`src/rtl/mmss_countdown_timer_pkg.sv`:
```
// Shared types and constants for the MM:SS countdown timer.
// State encoding plus BCD digit limits.
package mmss_countdown_timer_pkg;

  typedef enum logic [1:0] {
    ST_IDLE  = 2'd0,
    ST_RUN   = 2'd1,
    ST_PAUSE = 2'd2,
    ST_DONE  = 2'd3
  } state_t;

  localparam int BCD_W = 4;

  localparam logic [BCD_W-1:0] SEC_TENS_MAX = 4'd5;
  localparam logic [BCD_W-1:0] DIGIT_MAX    = 4'd9;

endpackage

```
`src/rtl/mmss_countdown_timer_digit.sv`:
```
// One BCD down-counting digit with parallel load.
// Wraps 0 -> MAX and flags a borrow to the next digit up.
module bcd_down_digit
  import mmss_countdown_timer_pkg::*;
#(
  parameter logic [BCD_W-1:0] MAX = 4'd9
) (
  input  logic             clk,
  input  logic             rst,
  input  logic             en,
  input  logic             ld,
  input  logic [BCD_W-1:0] ld_val,
  output logic [BCD_W-1:0] q,
  output logic             borrow
);

  // digit register: load wins over count
  always_ff @(posedge clk) begin
    if (rst) begin
      q <= '0;
    end else if (ld) begin
      q <= ld_val;
    end else if (en) begin
      q <= (q == '0) ? MAX : q - 1'b1;
    end
  end

  // borrow out when this digit wraps
  always_comb begin
    borrow = en && (q == '0);
  end

endmodule

```
`src/rtl/mmss_countdown_timer.sv`:
```
// MM:SS countdown timer: prescaler, control FSM,
// load validation, reload register and expiry detect.
module mmss_countdown_timer
  import mmss_countdown_timer_pkg::*;
#(
  parameter int TICK_DIV     = 50_000_000,
  parameter int RELOAD_MODE  = 0,
  parameter int MAX_MIN_TENS = 5
) (
  input  logic        clk,
  input  logic        rst,
  input  logic        load,
  input  logic [15:0] load_val,
  input  logic        start,
  input  logic        pause,
  output logic [3:0]  sec_unit,
  output logic [3:0]  sec_tens,
  output logic [3:0]  min_unit,
  output logic [3:0]  min_tens,
  output logic        running,
  output logic        finished,
  output logic        done,
  output logic        load_err
);

  localparam int PW = $clog2(TICK_DIV);
  localparam logic [PW-1:0] P_TOP = PW'(TICK_DIV - 1);
  localparam logic [3:0] MT_MAX = 4'(MAX_MIN_TENS);

  state_t state, state_nx;

  logic [PW-1:0] presc;
  logic [15:0]   reload_reg;
  logic [15:0]   value;
  logic [15:0]   digit_val;
  logic [3:0]    bor;

  logic ld_ok, ld_good, ld_bad;
  logic tick, step, at_one, expire;
  logic start_ok, go_run, restart;
  logic digit_ld;
  logic fin_q, err_q;

  // decode of the current cycle's requests
  always_comb begin
    value    = {min_tens, min_unit, sec_tens, sec_unit};
    ld_ok    = (load_val[3:0]   <= DIGIT_MAX)
            && (load_val[7:4]   <= SEC_TENS_MAX)
            && (load_val[11:8]  <= DIGIT_MAX)
            && (load_val[15:12] <= MT_MAX);
    ld_good  = load && ld_ok;
    ld_bad   = load && !ld_ok;
    tick     = (state == ST_RUN) && (presc == P_TOP);
    step     = tick && !load && !pause;
    at_one   = (value == 16'h0001);
    expire   = step && at_one;
    start_ok = start && !load;
    go_run   = start_ok && (state == ST_IDLE)
            && (value != 16'h0000);
    restart  = start_ok && (state == ST_DONE)
            && (reload_reg != 16'h0000);
    // bor[3] only fires on an underflow from 00:00;
    // reload rather than show a wrapped value
    digit_ld = ld_good || restart || bor[3]
            || (expire && (RELOAD_MODE != 0));
    digit_val = ld_good ? load_val : reload_reg;
  end

  bcd_down_digit #(.MAX(DIGIT_MAX)) u_su (
    .clk    (clk),
    .rst    (rst),
    .en     (step),
    .ld     (digit_ld),
    .ld_val (digit_val[3:0]),
    .q      (sec_unit),
    .borrow (bor[0])
  );

  bcd_down_digit #(.MAX(SEC_TENS_MAX)) u_st (
    .clk    (clk),
    .rst    (rst),
    .en     (bor[0]),
    .ld     (digit_ld),
    .ld_val (digit_val[7:4]),
    .q      (sec_tens),
    .borrow (bor[1])
  );

  bcd_down_digit #(.MAX(DIGIT_MAX)) u_mu (
    .clk    (clk),
    .rst    (rst),
    .en     (bor[1]),
    .ld     (digit_ld),
    .ld_val (digit_val[11:8]),
    .q      (min_unit),
    .borrow (bor[2])
  );

  bcd_down_digit #(.MAX(MT_MAX)) u_mt (
    .clk    (clk),
    .rst    (rst),
    .en     (bor[2]),
    .ld     (digit_ld),
    .ld_val (digit_val[15:12]),
    .q      (min_tens),
    .borrow (bor[3])
  );

  // seconds prescaler; holds while paused or on a rejected load
  always_ff @(posedge clk) begin
    if (rst) begin
      presc <= '0;
    end else if (ld_good || go_run || restart) begin
      presc <= '0;
    end else if (state == ST_RUN && !load && !pause) begin
      presc <= tick ? '0 : presc + 1'b1;
    end
  end

  // reload value and registered pulses
  always_ff @(posedge clk) begin
    if (rst) begin
      reload_reg <= '0;
      fin_q      <= 1'b0;
      err_q      <= 1'b0;
    end else begin
      if (ld_good) begin
        reload_reg <= load_val;
      end
      fin_q <= expire;
      err_q <= ld_bad;
    end
  end

  // state register
  always_ff @(posedge clk) begin
    if (rst) begin
      state <= ST_IDLE;
    end else begin
      state <= state_nx;
    end
  end

  // next-state logic
  always_comb begin
    state_nx = state;
    if (ld_good) begin
      state_nx = ST_IDLE;
    end else if (!load) begin
      unique case (state)
        ST_IDLE: begin
          if (go_run) state_nx = ST_RUN;
        end
        ST_RUN: begin
          if (pause) begin
            state_nx = ST_PAUSE;
          end else if (expire && RELOAD_MODE == 0) begin
            state_nx = ST_DONE;
          end
        end
        ST_PAUSE: begin
          if (start) state_nx = ST_RUN;
        end
        ST_DONE: begin
          if (restart) state_nx = ST_RUN;
        end
        default: state_nx = ST_IDLE;
      endcase
    end
  end

  // status outputs, all from registers
  always_comb begin
    running  = (state == ST_RUN);
    done     = (state == ST_DONE);
    finished = fin_q;
    load_err = err_q;
  end

endmodule

```
`config.mk`:
```
export PLATFORM = sky130hd
export DESIGN_NAME = mmss_countdown_timer
export DESIGN_NICKNAME = d
export VERILOG_FILES = /design/src/rtl/mmss_countdown_timer_pkg.sv /design/src/rtl/mmss_countdown_timer_digit.sv /design/src/rtl/mmss_countdown_timer.sv
export SDC_FILE = /design/constraint.sdc
export NUM_CORES = 1
export LEC_CHECK = 0
export BUFFER_PORTS_ARGS = -buffer_cell sky130_fd_sc_hd__buf_2
export CAP_MARGIN = 20
export CORE_ASPECT_RATIO = 0.7
export CORE_MARGIN = 2
export CORE_UTILIZATION = 62
export DETAILED_ROUTE_END_ITERATION = 6
export PLACE_DENSITY = 0.85
export SYNTH_ARGS = -nofsm -noshare
export SYNTH_HDL_FRONTEND = slang
export SYNTH_HIERARCHICAL = 1
export SYNTH_SLANG_ARGS = --single-unit
```
`constraint.sdc`:
```
create_clock -name clk -period 11.3 [get_ports clk]
set_clock_uncertainty 0.1 [all_clocks]
set_input_delay 0.565 -clock clk [delete_from_list [all_inputs] [get_ports clk]]
set_output_delay 0.565 -clock clk [all_outputs]
set_load 0.03 [all_outputs]
```
Word level (Yosys, flattened, before mapping)
Cells that the tools add are included.
{"block": "op_classes", "add_sub_neg": 5, "n_lt_le_gt_ge": 4, "n_eq_ne": 9, "muxes": 20, "n_bitwise": 1, "n_reduce_logical": 41}
{"op": "4-bit two-way mux", "n": 12}
{"op": "16-bit nonzero test", "n": 2}
{"op": "26-bit by 1-bit adder with 26-bit output, second input constant", "n": 1}
{"op": "26-bit == test, second input constant", "n": 1}
{"op": "26-bit two-way mux", "n": 1}
{"op": "1-bit logical AND", "n": 20}
{"op": "16-bit by 1-bit == test with 1-bit output, second input constant", "n": 1}
{"op": "4-bit zero test", "n": 4}
{"op": "16-bit two-way mux", "n": 1}
{"op": "4-bit by 1-bit subtractor with 4-bit output, second input constant", "n": 4}
{"op": "2-bit two-way mux", "n": 5}
{"op": "4-bit by 3-bit less-or-equal comparator with 1-bit output, second input constant", "n": 2}
{"op": "4-bit less-or-equal comparator, second input constant", "n": 2}
{"op": "2-bit one-hot mux with 4 select lines", "n": 1}
{"op": "2-bit nonzero test", "n": 4}
{"op": "5-bit AND reduction", "n": 1}
{"op": "2-bit == test, second input constant", "n": 2}
{"op": "1-bit logical OR", "n": 4}
{"op": "2-bit != test, second input constant", "n": 2}
{"op": "2-bit OR reduction", "n": 2}
{"op": "1-bit zero test", "n": 3}
{"op": "3-bit by 2-bit != test with 1-bit output, second input constant", "n": 1}
{"op": "2-bit by 1-bit == test with 1-bit output, second input constant", "n": 1}
{"op": "2-bit zero test", "n": 1}
{"op": "other kinds (2)", "n": 2}
{"block": "totals", "regBits": 62, "input_bits": 21, "out_inout_bits": 20, "word_cells": 89}

Longest topological paths before layout
{"block": "depth", "ltp_word": 10, "depth_mapped": 19, "depth_no_buf": 16}

Cells and area by module
Netlist, hierarchy kept.
{"module": "mmss_countdown_timer", "instances": 1, "cells_each": 246, "area_per_inst_um2": 2283.4, "seq_area_each_um2": 920.9}
{"module": "bcd_down_digit at u_mu ...", "instances": 2, "cells_each": 24, "area_per_inst_um2": 221.5, "seq_area_each_um2": 80.1}
{"module": "bcd_down_digit at u_mt ...", "instances": 2, "cells_each": 23, "area_per_inst_um2": 203.9, "seq_area_each_um2": 80.1}

Least setup slack after synthesis
Ideal clock, no wire load.
{"block": "synth_timing", "kind": "in2reg", "from": "input pause", "to": "register u_mt.q[2]", "setup_time_ps": 99, "arrival_ps": 4775, "required_time_ps": 11101, "setup_slack_ps": 6326, "path_stages": 18, "n_path_buf": 3, "cell_sequence": "or4b_1 buf_4 nor2_4 and4_1 buf_4 buf_2 nor4b_4 nor2b_1 nand2b_4 nor4_1 nor4b_4 nor2b_1 nand2b_4 nor4_1 nand3b_1 inv_1 o31a_2 a221oi_1"}
{"block": "synth_via", "elab_chain_cells": 8, "word_cells_on_any_way": 9, "cone_classes": "mux (1); reduce/logical (8)"}
{"element": "from (decl)", "line_no": "mmss_countdown_timer.sv:15", "text": "input logic pause,"}
{"element": "1-bit zero test *", "line_no": "mmss_countdown_timer.sv:54", "text": "step = tick && !load && !pause;"}
{"element": "1-bit logical AND *", "line_no": "mmss_countdown_timer.sv:54"}
{"element": "via step", "line_no": "mmss_countdown_timer.sv:39", "text": "logic tick, step, at_one, expire;"}
{"element": "1-bit logical AND *", "line_no": "mmss_countdown_timer_digit.sv:30", "text": "borrow = en && (q == '0);"}
{"element": "via bor[0]", "line_no": "mmss_countdown_timer.sv:36", "text": "logic [3:0] bor;"}
{"element": "1-bit logical AND *", "line_no": "mmss_countdown_timer_digit.sv:30"}
{"element": "via bor[1]", "line_no": "mmss_countdown_timer.sv:36"}
{"element": "1-bit logical AND *", "line_no": "mmss_countdown_timer_digit.sv:30"}
{"element": "via bor[2]", "line_no": "mmss_countdown_timer.sv:36"}
{"element": "1-bit logical AND *", "line_no": "mmss_countdown_timer_digit.sv:30"}
{"element": "via bor[3]", "line_no": "mmss_countdown_timer.sv:36"}
{"element": "1-bit logical OR *", "line_no": "mmss_countdown_timer.sv:64", "text": "digit_ld = ld_good || restart || bor[3]"}
{"element": "via digit_ld", "line_no": "mmss_countdown_timer.sv:41", "text": "logic digit_ld;"}
{"element": "4-bit two-way mux or 2-bit nonzero test (tied branches)"}
{"element": "to (signal assigned)", "line_no": "mmss_countdown_timer_digit.sv:22", "text": "q <= ld_val;"}
{"element": "to (signal assigned)", "line_no": "mmss_countdown_timer_digit.sv:24", "text": "q <= (q == '0) ? MAX : q - 1'b1;"}
{"element": "to (decl)", "line_no": "mmss_countdown_timer_digit.sv:13", "text": "output logic [BCD_W-1:0] q,"}
The timed path passes the listed nets; every way through them passes the cells marked *.
A chain may end at the register's enable or synchronous reset.

Worst setup path after layout
{"block": "layout_timing", "from": "register presc[9]", "to": "register u_st.q[2]"}
{"block": "layout_via", "elab_chain_cells": 10, "word_cells_on_any_way": 11, "cone_classes": "eq/ne (1); mux (1); reduce/logical (9)"}
{"element": "from (decl)", "line_no": "mmss_countdown_timer.sv:32", "text": "logic [PW-1:0] presc;"}
{"element": "from (signal assigned)", "line_no": "mmss_countdown_timer.sv:116", "text": "presc <= tick ? '0 : presc + 1'b1;"}
{"element": "26-bit == test *", "line_no": "mmss_countdown_timer.sv:53", "text": "tick = (state == ST_RUN) && (presc == P_TOP);"}
{"element": "1-bit logical AND *", "line_no": "mmss_countdown_timer.sv:53"}
{"element": "1-bit logical AND * (2 in series)", "line_no": "mmss_countdown_timer.sv:54"}
{"element": "1-bit logical AND *", "line_no": "mmss_countdown_timer_digit.sv:30"}
{"element": "via bor[0]", "line_no": "mmss_countdown_timer.sv:36"}
{"element": "1-bit logical AND *", "line_no": "mmss_countdown_timer_digit.sv:30"}
{"element": "via bor[1]", "line_no": "mmss_countdown_timer.sv:36"}
{"element": "1-bit logical AND *", "line_no": "mmss_countdown_timer_digit.sv:30"}
{"element": "via bor[2]", "line_no": "mmss_countdown_timer.sv:36"}
{"element": "1-bit logical AND *", "line_no": "mmss_countdown_timer_digit.sv:30"}
{"element": "via bor[3]", "line_no": "mmss_countdown_timer.sv:36"}
{"element": "1-bit logical OR *", "line_no": "mmss_countdown_timer.sv:64"}
{"element": "via digit_ld", "line_no": "mmss_countdown_timer.sv:41"}
{"element": "4-bit two-way mux or 2-bit nonzero test (tied branches)"}
{"element": "to (signal assigned)", "line_no": "mmss_countdown_timer_digit.sv:22"}
{"element": "to (signal assigned)", "line_no": "mmss_countdown_timer_digit.sv:24"}
{"element": "to (decl)", "line_no": "mmss_countdown_timer_digit.sv:13"}
Marks and branches as above.

==> flow_summary.yaml <==
die:
  num_io_pins: 41
  fp.coreArea_mm2: 0.00483
  die-height_um: 63.5
  start_util_pct: 64.8
  die_w_um: 89.0
  std_cell_rows: 21
  die_area_mm2: 0.00565
layout:
  diodes: 0
  drive_above_1_share_pct: 24.7
  layout_commonest_cell: "dfxtp_1"
  nNetsFinal: 403
  layout.cells.non_filler: 453
  syn2layout_area_growth_pct: 14.4
  final_cell_mix: "dfxtp_1, buf_2, nor2_1"
  largest_register_ffs: 26
setup_path:
  rr_worst_depth: 15
  worstPathCellList: "or4b_1 > nor4_1 > and4_1 > nor4b_4 > nor2b_1 > nand2b_4 > nor4_1 > nor4b_4 > nor2b_1 > nand2b_4 > nor4_1 > nand3b_1 > inv_1 > o31a_2 > a221oi_1"
  arrival_ns: 6.05
  start_kind: "register"
  cpMostUsedCell: "nor4_1"
  cp.required_ns: 11.43
  cp_slowest_stage_delay_ns: 0.79
  r2r-start: "presc[9]"
  regToRegSetupSlack_ns: 5.38
  path_class: "reg -> reg"
  slowest_stage: "and4_1"
  timing.rr.end: "u_st/q[2]"
  path_max_fanout: 20
  end_kind: "register"
route:
  firstDrtPassIters: 5
  vias_per_cell: 6.21
  dr.first_iter.drc_count: 307
  ant_nets: 0
  top_layer: "met4"
  routed-wl-met3_um: 729
  wl_met1_mm: 3.76
  wirelength_mm: 7.84
  wl_met2_mm: 3.28
  vias: 2814
  routedWlPerCell_um: 17.3
  drc: 0
placed_design:
  place_inst: 438
  portBuffers: 40
  place_hpwl_mm: 5.59
  place_congestion: 0.867
logic_synthesis:
  synth-seq-area-share_pct: 39.6
  ys_types: 46
  yosysWarnings: 6
  synth_ff_type: "dfxtp_1"
  syn-num-nets: 362
  ys_ff_latch: 62
  syn_avg_cell_area_um2: 9.22
  syn_inst: 340
  syn-cell-area_mm2: 0.00313
  synth-edff-count: 0
  synth-async-reset-ratio_pct: 0
clock_network:
  postCtsSetupBuffers: 0
  clock_latency_ns: 0.34
  cts_root_buffer: "clkbuf_8"
  clock-sinks: 62
  cts_tree: "yes"
  clk_path_buf_depth: 2
  clk_pin_slew_ns: 0.06
  post_cts_resized: 0
  numCtsBuffers: 9
  htree_levels: 3
  ctsHoldBuffers: 0
timing:
  max-slew-margin-rel_pct: 42.6
  rsz0062_at_grt: "false"
  finalSetupViolCount: 0
  fin_crit_ns: 5.92
  fmax_mhz: 169
  maxSlewViolCount: 0
  fin_crit_sh_pct: 52.3
  finalSetupTns_ns: 0
  hold_viol: 0
  tightest_slew_ns: 0.859
  holdWs_ns: 0.406
grt:
  overflow: 0
  antenna_found_initial: 0
  grt_max_degree: 27
  grt_pass1_vias: 2579
  grt_pass1_wl_mm: 12.9
  track_usage_pct: 30.3
outcome:
  outcome: "finished, final reports clean"
worst_hold_path:
  hp-start: "reload_reg[15]"
  whs_endpoint: "reload_reg[15]"
  holdPathStages: 1
  hold_class: "reg -> reg"
power:
  ir_drop_v: 0.0000729
  p_per_area_mw_per_mm2: 122
  power_leakage_nw: 1.38
run:
  drv_cap: 0
## cell type report
| class | count | area (um^2) |
|---|---|---|
| Inverter | 14 | 52.6 |
| Sequential cell | 62 | 1240 |
| Fill cell | 351 | 1250 |
| Tap cell | 69 | 86.3 |
| Clock buffer | 14 | 193 |
| Multi-Input combinational cell | 252 | 1790 |
| Timing Repair Buffer | 42 | 223 |
## stage by stage
stage | setup slack, ns | power (mW) | util (%) | cell area, um^2
2_1_floorplan | 6.33 | 0.243 | - | 3130
3_3_place_gp | 5.60 | 0.253 | 69.8 | 3380
3_5_place_dp | 5.30 | 0.254 | 69.8 | 3380
4_1_cts | 5.48 | 0.438 | 73.8 | 3570
5_1_grt | 4.87 | 0.454 | 74.1 | 3580
6_report | 5.38 | 0.438 | 74.1 | 3580
## power breakdown
| part | switching, mW | internal (mW) |
|---|---|---|
| clock | 0.0794 | 0.107 |
| combinational | 0.0176 | 0.00995 |
| sequential | 0.00264 | 0.221 |
| total | 0.0997 | 0.338 |
## synth_stat cells (3+ instances only)
cell type | count | area share [%]
a21oi_1 | 14 | 2.2
a221oi_2 | 4 | 1.9
and2_1 | 18 | 3.6
and3_1 | 6 | 1.2
and4_1 | 3 | 0.84
clkbuf_1 | 7 | 0.84
dfxtp_1 | 62 | 40
inv_1 | 14 | 1.7
mux2_2 | 14 | 5.0
nand2_1 | 26 | 3.1
nand3_1 | 11 | 1.8
nand4_1 | 16 | 3.2
nor2_1 | 28 | 3.4
nor2b_1 | 3 | 0.60
nor3_1 | 13 | 2.1
nor3_2 | 8 | 2.6
nor4_1 | 11 | 2.2
nor4_4 | 3 | 2.0
o21ai_0 | 7 | 1.1
or3_1 | 5 | 1.0
xnor2_1 | 13 | 3.6
xor2_1 | 17 | 4.8
## how the worst max path moves through the flow
stage                     startpoint         to  slack, ns  cells past startpoint
after CTS                   presc[9]  u_st/q[2]       5.48                     15
final                       presc[9]  u_st/q[2]       5.38                     15
after floorplan                pause  u_mt/q[2]       6.33                     18
after global placement         pause  u_st/q[2]       5.60                     16
after detailed placement       pause  u_st/q[2]       5.30                     16
after global routing        presc[9]  u_st/q[2]       4.87                     15
## worst max-delay path, delay by kind of cell (launching register included)
| family | cells | cell delay, ns |
|---|---|---|
| AND/OR/NAND/NOR | 12 | 4.73 |
| flip-flops | 1 | 0.36 |
| AO/OA/AOI/OAI | 2 | 0.42 |
| buffers and inverters | 1 | 0.20 |
## cells by family (layout without fill, tap and decap cells)
logic type / count (synthesis) / in the layout / synth area share (%)
flip-flops: 62 / 62 / 39.6
XOR/XNOR: 30 / 30 / 8.38
multiplexers: 14 / 14 / 5.03
AO/OA/AOI/OAI: 42 / 42 / 10.2
buffers and inverters: 26 / 70 / 3.87
adder cells (fa/ha/maj): 1 / 1 / 0.399
AND/OR/NAND/NOR: 165 / 165 / 32.5
## routing by layer
metal	vias up	GRT usage [%]
li1	1319	-
met1	1347	45.8
met2	138	40.2
met3	10	11.5
met4	0	7.65
met5	-	0
Note: power is estimated with default switching activity, not from simulation.
